## src/rtl/hamming74_decoder.sv

```systemverilog
// Two-stage pipelined Hamming(7,4) decoder with valid/ready flow control,
// optional single-error correction and a saturating detected-error counter.
module hamming74_decoder #(
    parameter int CNT_W = 16
) (
    input  logic             clk,
    input  logic             rst_n,
    input  logic             select,
    input  logic             in_valid,
    output logic             in_ready,
    input  logic [6:0]       b,
    output logic             out_valid,
    input  logic             out_ready,
    output logic [3:0]       a,
    output logic [2:0]       syndrome,
    output logic             err_det,
    output logic             err_cor,
    output logic [CNT_W-1:0] err_count,
    input  logic             cnt_clr
);

    logic             s1_valid_q;
    logic [6:0]       s1_b_q;
    logic             s1_sel_q;
    logic [2:0]       s1_syn_q;
    logic             s2_valid_q;
    logic [3:0]       a_q;
    logic [2:0]       syn_q;
    logic             err_det_q;
    logic             err_cor_q;
    logic [CNT_W-1:0] cnt_q;
    logic [CNT_W-1:0] cnt_d;

    logic       s2_adv;
    logic       s1_load;
    logic       s1_move;
    logic [2:0] syn_in;
    logic [6:0] cw_fix;

    assign s2_adv   = !s2_valid_q || out_ready;
    assign in_ready = !s1_valid_q || s2_adv;
    assign s1_load  = in_valid && in_ready;
    assign s1_move  = s1_valid_q && s2_adv;

    // Syndrome bits {s4,s2,s1}; position p of the codeword lives in b[p-1].
    assign syn_in[0] = b[0] ^ b[2] ^ b[4] ^ b[6];
    assign syn_in[1] = b[1] ^ b[2] ^ b[5] ^ b[6];
    assign syn_in[2] = b[3] ^ b[4] ^ b[5] ^ b[6];

    always_comb begin
        // NOTE: default assignment first so no path through this block infers a latch.
        cw_fix = s1_b_q;
        if (s1_sel_q && (s1_syn_q != 3'd0)) begin
            cw_fix[s1_syn_q - 3'd1] = ~s1_b_q[s1_syn_q - 3'd1];
        end
    end

    always_comb begin
        cnt_d = cnt_q;
        if (cnt_clr) begin
            cnt_d = '0;
        end else if (s1_load && (syn_in != 3'd0) && (cnt_q != {CNT_W{1'b1}})) begin
            cnt_d = cnt_q + 1'b1;
        end
    end

    // NOTE: sequential state uses non-blocking assignments so every register
    // samples pre-edge values regardless of statement order.
    // NOTE: the data registers are reset too, because the outputs they drive
    // must read zero while in reset, not just the valid flags.
    always_ff @(posedge clk or negedge rst_n) begin
        if (!rst_n) begin
            s1_valid_q <= 1'b0;
            s1_b_q     <= '0;
            s1_sel_q   <= 1'b0;
            s1_syn_q   <= '0;
            s2_valid_q <= 1'b0;
            a_q        <= '0;
            syn_q      <= '0;
            err_det_q  <= 1'b0;
            err_cor_q  <= 1'b0;
            cnt_q      <= '0;
        end else begin
            cnt_q <= cnt_d;
            if (s1_load) begin
                s1_valid_q <= 1'b1;
                s1_b_q     <= b;
                s1_sel_q   <= select;
                s1_syn_q   <= syn_in;
            end else if (s1_move) begin
                s1_valid_q <= 1'b0;
            end
            // S2 keeps its payload after a handshake; only the valid flag drops.
            if (s1_move) begin
                s2_valid_q <= 1'b1;
                a_q        <= {cw_fix[6], cw_fix[5], cw_fix[4], cw_fix[2]};
                syn_q      <= s1_syn_q;
                err_det_q  <= (s1_syn_q != 3'd0);
                err_cor_q  <= (s1_syn_q != 3'd0) && s1_sel_q;
            end else if (out_ready) begin
                s2_valid_q <= 1'b0;
            end
        end
    end

    assign out_valid = s2_valid_q;
    assign a         = a_q;
    assign syndrome  = syn_q;
    assign err_det   = err_det_q;
    assign err_cor   = err_cor_q;
    assign err_count = cnt_q;

endmodule

```

## config.mk

```make
export PLATFORM = sky130hd
export DESIGN_NAME = hamming74_decoder
export DESIGN_NICKNAME = d
export VERILOG_FILES = /design/src/rtl/hamming74_decoder.sv
export SDC_FILE = /design/constraint.sdc
export NUM_CORES = 1
export LEC_CHECK = 0
export BUFFER_PORTS_ARGS = -buffer_cell sky130_fd_sc_hd__buf_4
export CAP_MARGIN = 20
export CELL_PAD_IN_SITES_DETAIL_PLACEMENT = 1
export CELL_PAD_IN_SITES_GLOBAL_PLACEMENT = 1
export CORE_MARGIN = 3
export CORE_UTILIZATION = 38
export DETAILED_ROUTE_END_ITERATION = 12
export GPL_TIMING_DRIVEN = 1
export HOLD_SLACK_MARGIN = 0.15
export PLACE_DENSITY = 0.8
export SYNTH_ARGS = -nofsm -noshare
export SYNTH_HDL_FRONTEND = slang
export SYNTH_SLANG_ARGS = --single-unit
export TNS_END_PERCENT = 10
```

## constraint.sdc

```tcl
create_clock -name clk -period 2.3 [get_ports clk]
set_clock_uncertainty 0.15 [all_clocks]
set_input_delay 0.345 -clock clk [delete_from_list [all_inputs] [get_ports clk]]
set_output_delay 0.345 -clock clk [all_outputs]
set_load 0.1 [all_outputs]
```

# After elaboration in Yosys (flattened, before gate mapping)
# Index checks and enable logic that the tools add are counted.
[word_totals] ff_bits=38 output_inout_bits=27
[classes] n_addsub=2 order_cmp=2 eq_ne=1 n_mux=12 bitwise_logic=10 n_reduce_logical=15
[op_table] cell="2-to-1 mux 16 bit" count=2
[op_table] cell="adder 16 x 1 -> 16 bit, second input constant" count=1
[op_table] cell="inequality test 16 bit, second input constant" count=1
[op_table] cell="bitwise XOR 1 bit" count=9
[op_table] cell="bitwise mux 7 bit" count=1
[op_table] cell="2-to-1 mux 7 bit" count=1
[op_table] cell="logical AND 1 bit" count=6
[op_table] cell="2-to-1 mux 1 bit" count=6
[op_table] cell="nonzero test 2 bit" count=3
[op_table] cell="nonzero test 3 bit" count=2
[op_table] cell="< comparator 3 x 4 -> 1 bit, second input constant" count=1
[op_table] cell="binary-select mux 1 bit (select 3 bit)" count=1
[op_table] cell="demux 1 bit (select 3 bit)" count=1
[op_table] cell="greater-or-equal comparator 3 x 1 -> 1 bit, second input constant" count=1
[op_table] cell="subtractor 3 x 1 -> 3 bit, second input constant" count=1
[op_table] cell="zero test 1 bit" count=2
[op_table] cell="logical OR 1 bit" count=2
[op_table] cell="NOT 1 bit" count=1

# Longest topological paths before layout
[logic_depth] depth_word=8 mapped_depth=8

# Least setup slack after synthesis
# No wires, ideal clock.
[synth_path] path_type="reg-to-reg" start="reg s2_valid_q, in the netlist out_valid" end="reg s1_b_q[3]" arrival_ns=3.428 stages_incl_launch_ff=6 required_ns=2.025 n_path_buf=2 slack_ns=-1.402 path_cell_list="dfrtp_1 nand3b_1 nand2_1 buf_1 clkbuf_1 mux2_2"
[synth_between] elab_chain_cells=4
[synth_lines] item="start: declaration" line="26" text="logic s2_valid_q;"
[synth_lines] item="start signal: assignment" line="77" text="s2_valid_q <= 1'b0;"
[synth_lines] item="start signal: assignment" line="95" text="s2_valid_q <= 1'b1;"
[synth_lines] item="start signal: assignment" line="101" text="s2_valid_q <= 1'b0;"
[synth_lines] item="zero test 1 bit" line="40" text="assign s2_adv = !s2_valid_q || out_ready;"
[synth_lines] item="logical OR 1 bit" line="40"
[synth_lines] item="logical OR 1 bit" line="41" text="assign in_ready = !s1_valid_q || s2_adv;"
[synth_lines] item="net in_ready" line="10" text="output logic in_ready,"
[synth_lines] item="logical AND 1 bit" line="42" text="assign s1_load = in_valid && in_ready;"
[synth_lines] item="end signal: assignment" line="74" text="s1_b_q <= '0;"
[synth_lines] item="end signal: assignment" line="87" text="s1_b_q <= b;"
[synth_lines] item="end: declaration" line="23" text="logic [6:0] s1_b_q;"
# The timed path passes the listed nets, and every way through them passes these cells.
# A chain may end at the register's enable or synchronous reset.

# Worst setup path after layout
[layout_path] start="reg cnt_q[1], in the netlist err_count[1]" end="reg cnt_q[6], in the netlist err_count[6]"
[layout_between] elab_chain_cells=3 elab_cells_between_ends=6 classes_between="1 x add/sub; 1 x eq/ne; 2 x mux; 2 x reduce/logical"
[layout_lines] item="start: declaration" line="31" text="logic [CNT_W-1:0] cnt_q;"
[layout_lines] item="start signal: assignment" line="84" text="cnt_q <= cnt_d;"
[layout_lines] item="adder 16 x 1 -> 16 bit or inequality test 16 bit (tied branches)" line="63, 62"
[layout_lines] item="2-to-1 mux 16 bit or logical AND 1 bit (tied branches)" line="62" text="end else if (s1_load && (syn_in != 3'd0) && (cnt_q != {CNT_W{1'b1}})) begin"
[layout_lines] item="2-to-1 mux 16 bit or nonzero test 2 bit (tied branches)"
# Several ways; a longest one is shown, not always the timed one. The select of a mux whose other input is x is not followed.

==> impl_summary.txt <==
----------------------------------------------------
[Outcome]
  Status ... complete, no violations

[Synth]
  Share of synthesized area occupied by flip-flops and latches ... 0.463
  Yosys warnings ... 0
  Number of instances in the synthesized netlist ... 207
  Total nets after synthesis ... 223
  Count of cell types in the netlist ... 32
  Mean post-synth cell area ... 9.92 µm²
  Number of register bits inferred by synthesis ... 38
  Post-synthesis instance area ... 2050 µm²

[GRT]
  Number of global-route vias before repair ... 1791
  Total congestion overflow ... 0
  Maximum number of pins on one net before global-route repair ... 39
  Global-route wire length before repair ... 8880 µm
  Total routing usage reported by global routing ... 0.179
  Number of antenna violations at the first check in global routing ... 0

[Setup path]
  Slowest-stage cell, CP ... nor4_1
  Maximum fanout count along the critical path ... 7
  Data required, critical path ... 2.33 ns
  Sum of buffers and inverters on the critical path ... 1
  CP Class ... flop to flop
  Reg-to-reg startpoint ... err_count[1]$_DFFE_PN0P_
  Critical path arrival ... 2.21 ns
  Worst Setup End Kind ... flop
  Maximum cell stage delay along the critical path ... 0.62 ns
  Setup crit start ... err_count[1]$_DFFE_PN0P_
  Series of cell instances along the critical path ... ha_1, nand4_1, nor4_1, buf_4, or4_1, nor2_1, mux2_2
  Critical R2R Capture ... err_count[6]$_DFFE_PN0P_
  Gate family responsible for the most delay along the worst path ... simple AND/OR/NAND/NOR gates
  Critical Path Start Type ... flop
  Setup slack, reg-to-reg ... 0.11 ns
  R2R cell count ... 7

[Power]
  Total leakage power ... 1.16 nW
  Areal power density over the cells ... 792 nW/µm²
  Overall Power ... 2.11 mW
  Worst voltage drop across the vdd grid ... 0.404 mV

[Timing]
  Setup violations, final ... 0
  Final hold violation count ... 0
  PnR worst setup slack ... 0.115 ns
  Setup repair after global routing missed its margin ... false
  Worst-Margin Slew ... 0.671 ns
  Number of max-slew violations in the final report ... 0
  Final critical-path required period ... 2.19 ns
  Setup TNS after final layout ... 0 ns
  Final period utilization ... 0.950
  Slew Limit Headroom ... 0.548
  Highest clock frequency the design can meet ... 458 MHz

[Detailed routing]
  Final antenna-violating net count ... 0
  Post-DR vias/cell ... 5.31
  Initial DRT Pass Iterations ... 4
  Total routed wirelength ... 5290 µm
  Routed wirelength normalized by instance count ... 15.8 µm
  Remaining routing DRC violations ... 0
  Drt initial violations ... 92
  Routed vias ... 1775

[Hold path]
  Number of cells on the worst hold path ... 2
  Critical hold path startpoint ... b[4]
  Class of the most critical hold timing path ... input port to flop
  Endpoint with the worst hold slack ... s1_b_q[4]$_DFFE_PN0P_

[Floorplanning]
  Die width ... 79.5 µm
  Die area ... 6330 µm²
  I/O pin cnt ... 40
  Std-Cell Core Area ... 5170 µm²
  Initial cell density of the core ... 0.397
  Std cell rows ... 26
  Y dimension of the die ... 79.5 µm

[Layout]
  Final core utilization ... 0.514
  Layout Cells excl Fill ... 334
  Filler Cells Inserted ... 600
  # diodes ... 0
  Number of nets in the layout ... 279
  Fraction of layout cells with a size suffix above 1 ... 0.322
  Growth of design area from synthesis to finish ... 29.4%

[Placement]
  Setup slack after placement ... -0.00332 ns
  Placed Cells incl. Taps ... 322
  Placer's final routability congestion estimate ... 0.787
  Count of input and output buffers ... 39
  Half-perimeter wire length of the detailed placement result ... 3900 µm

[Clock network]
  Clock network latency to the later pin of the worst-skew pair ... 0.29 ns
  Maximum clock path buffer count ... 2
  Clock Root Buffer ... clkbuf_8
  CTS tree ... built
  Post-CTS Repair Setup Buffers ... 0
  Number of H-tree levels ... 2
  Clock Sink Count ... 38
  Total clock buffers created by CTS ... 5
  Clock slew at reported path FFs ... 0.07 ns

[Flow run]
  MaxCap Viol Count ... 0

----------------------------------------------------
[repair_timing]
item | 4_1_cts | 5_1_grt
hold endpoints to repair | 41 | 0
endpoints found under the setup margin | 0 | 7
resized for setup | 0 | 3
hold buffers | 4 | 0
[cell type report]
cell class,count,area (µm²),area share
multi-input cells,152,1040,0.392
flip-flops and latches,38,956,0.360
repair buffers,60,460,0.173
well taps,70,87.6,0.0329
clock buffers,7,86.3,0.0325
inverters,6,22.5,0.00847
clock inverters,1,5.00,0.00188
[power by group]
part | leakage (nW) | switching, mW | internal, mW
Sequential | 0.479 | 0.0624 | 0.750
Combinational | 0.637 | 0.581 | 0.236
Clock | 0.0482 | 0.234 | 0.242
Total | 1.16 | 0.878 | 1.23
[cell usage in the layout, fill, tap and decap left out, types with 7 or more instances in the layout]
cell type,n
a21oi_1,14
buf_4,56
dfrtp_1,36
mux2_2,14
mux2i_1,7
nand2_1,15
nand3_1,9
nand4_1,9
nor2_1,9
o21ai_0,10
o31ai_1,9
or4_1,8
[worst max-delay path by stage]
| stage | end | slack (ns) | cells after the start |
|---|---|---|---|
| floorplan | err_count[11]$_DFFE_PN0P_ | -0.76 | 6 |
| global placement | err_count[11]$_DFFE_PN0P_ | 0.13 | 5 |
| detailed placement | err_count[5]$_DFFE_PN0P_ | -0.003 | 7 |
| CTS | err_count[11]$_DFFE_PN0P_ | 0.07 | 5 |
| global route | err_count[6]$_DFFE_PN0P_ | 0.02 | 6 |
| finish | err_count[6]$_DFFE_PN0P_ | 0.11 | 7 |
[worst reg2reg max path: stages, from the launching register on]
cell,delay (ns)
dfrtp_1,0.36
ha_1,0.18
nand4_1,0.10
nor4_1,0.62
buf_4,0.26
or4_1,0.11
nor2_1,0.04
mux2_2,0.26
[cells by family (layout without fill, tap and decap cells)]
| group | count (synthesis) | in the layout | synth area share |
|---|---|---|---|
| mux | 22 | 22 | 0.122 |
| buf+inv | 17 | 74 | 0.0335 |
| simple gates | 81 | 81 | 0.219 |
| compound gates | 37 | 37 | 0.106 |
| flops | 38 | 38 | 0.463 |
| xor+xnor | 9 | 9 | 0.0384 |
| fa+ha+maj | 3 | 3 | 0.0183 |
[sequential cells by signal, indices dropped and copies added, names as in the netlist]
name / cells
syndrome: 3
err_cor: 1
err_count: 16
err_det: 1
s1_valid_q: 1
s1_b_q: 7
a: 4
s1_syn_q: 3
out_valid: 1
s1_sel_q: 1
[cell usage after synthesis]
cell | instances | share of area
nor3b_1 | 1 | 0.0037
nand3_1 | 9 | 0.022
nor4_1 | 5 | 0.015
a21oi_2 | 1 | 0.0043
nor3_1 | 3 | 0.0073
nand2b_1 | 6 | 0.018
xor2_1 | 6 | 0.026
mux4_2 | 1 | 0.011
or4b_2 | 1 | 0.0049
nand2_1 | 16 | 0.029
or4_2 | 1 | 0.0043
dfrtp_1 | 38 | 0.46
buf_2 | 4 | 0.0097
o211ai_1 | 1 | 0.0037
clkbuf_1 | 6 | 0.011
nand4_1 | 9 | 0.027
inv_1 | 6 | 0.011
xnor2_1 | 3 | 0.013
a211o_1 | 1 | 0.0043
nor2_1 | 9 | 0.016
ha_1 | 3 | 0.018
o31ai_1 | 9 | 0.033
o21ai_0 | 11 | 0.027
nor2b_1 | 6 | 0.018
mux2_2 | 14 | 0.077
buf_1 | 1 | 0.0018
nand3b_1 | 2 | 0.0073
or4_1 | 9 | 0.033
a21oi_1 | 14 | 0.034
mux2i_1 | 7 | 0.034
and3_1 | 1 | 0.0030
or3_1 | 3 | 0.0091
[through the flow]
stage | area (µm²) | hold WS (ns)
global placement | 2520 | 0.192
detailed placement | 2520 | 0.196
CTS | 2650 | 0.153
global route | 2660 | 0.165
finish | 2660 | 0.162
floorplan | 2070 | -0.101
[metal layers]
layer	GRT usage	vias up	part of all wire
li1	-	870	-
met3	0.0339	8	0.035
met4	0.0584	0	0.018
met5	0	-	0
met2	0.290	31	0.48
met1	0.240	866	0.46
Power figures use the tool's default switching activity.
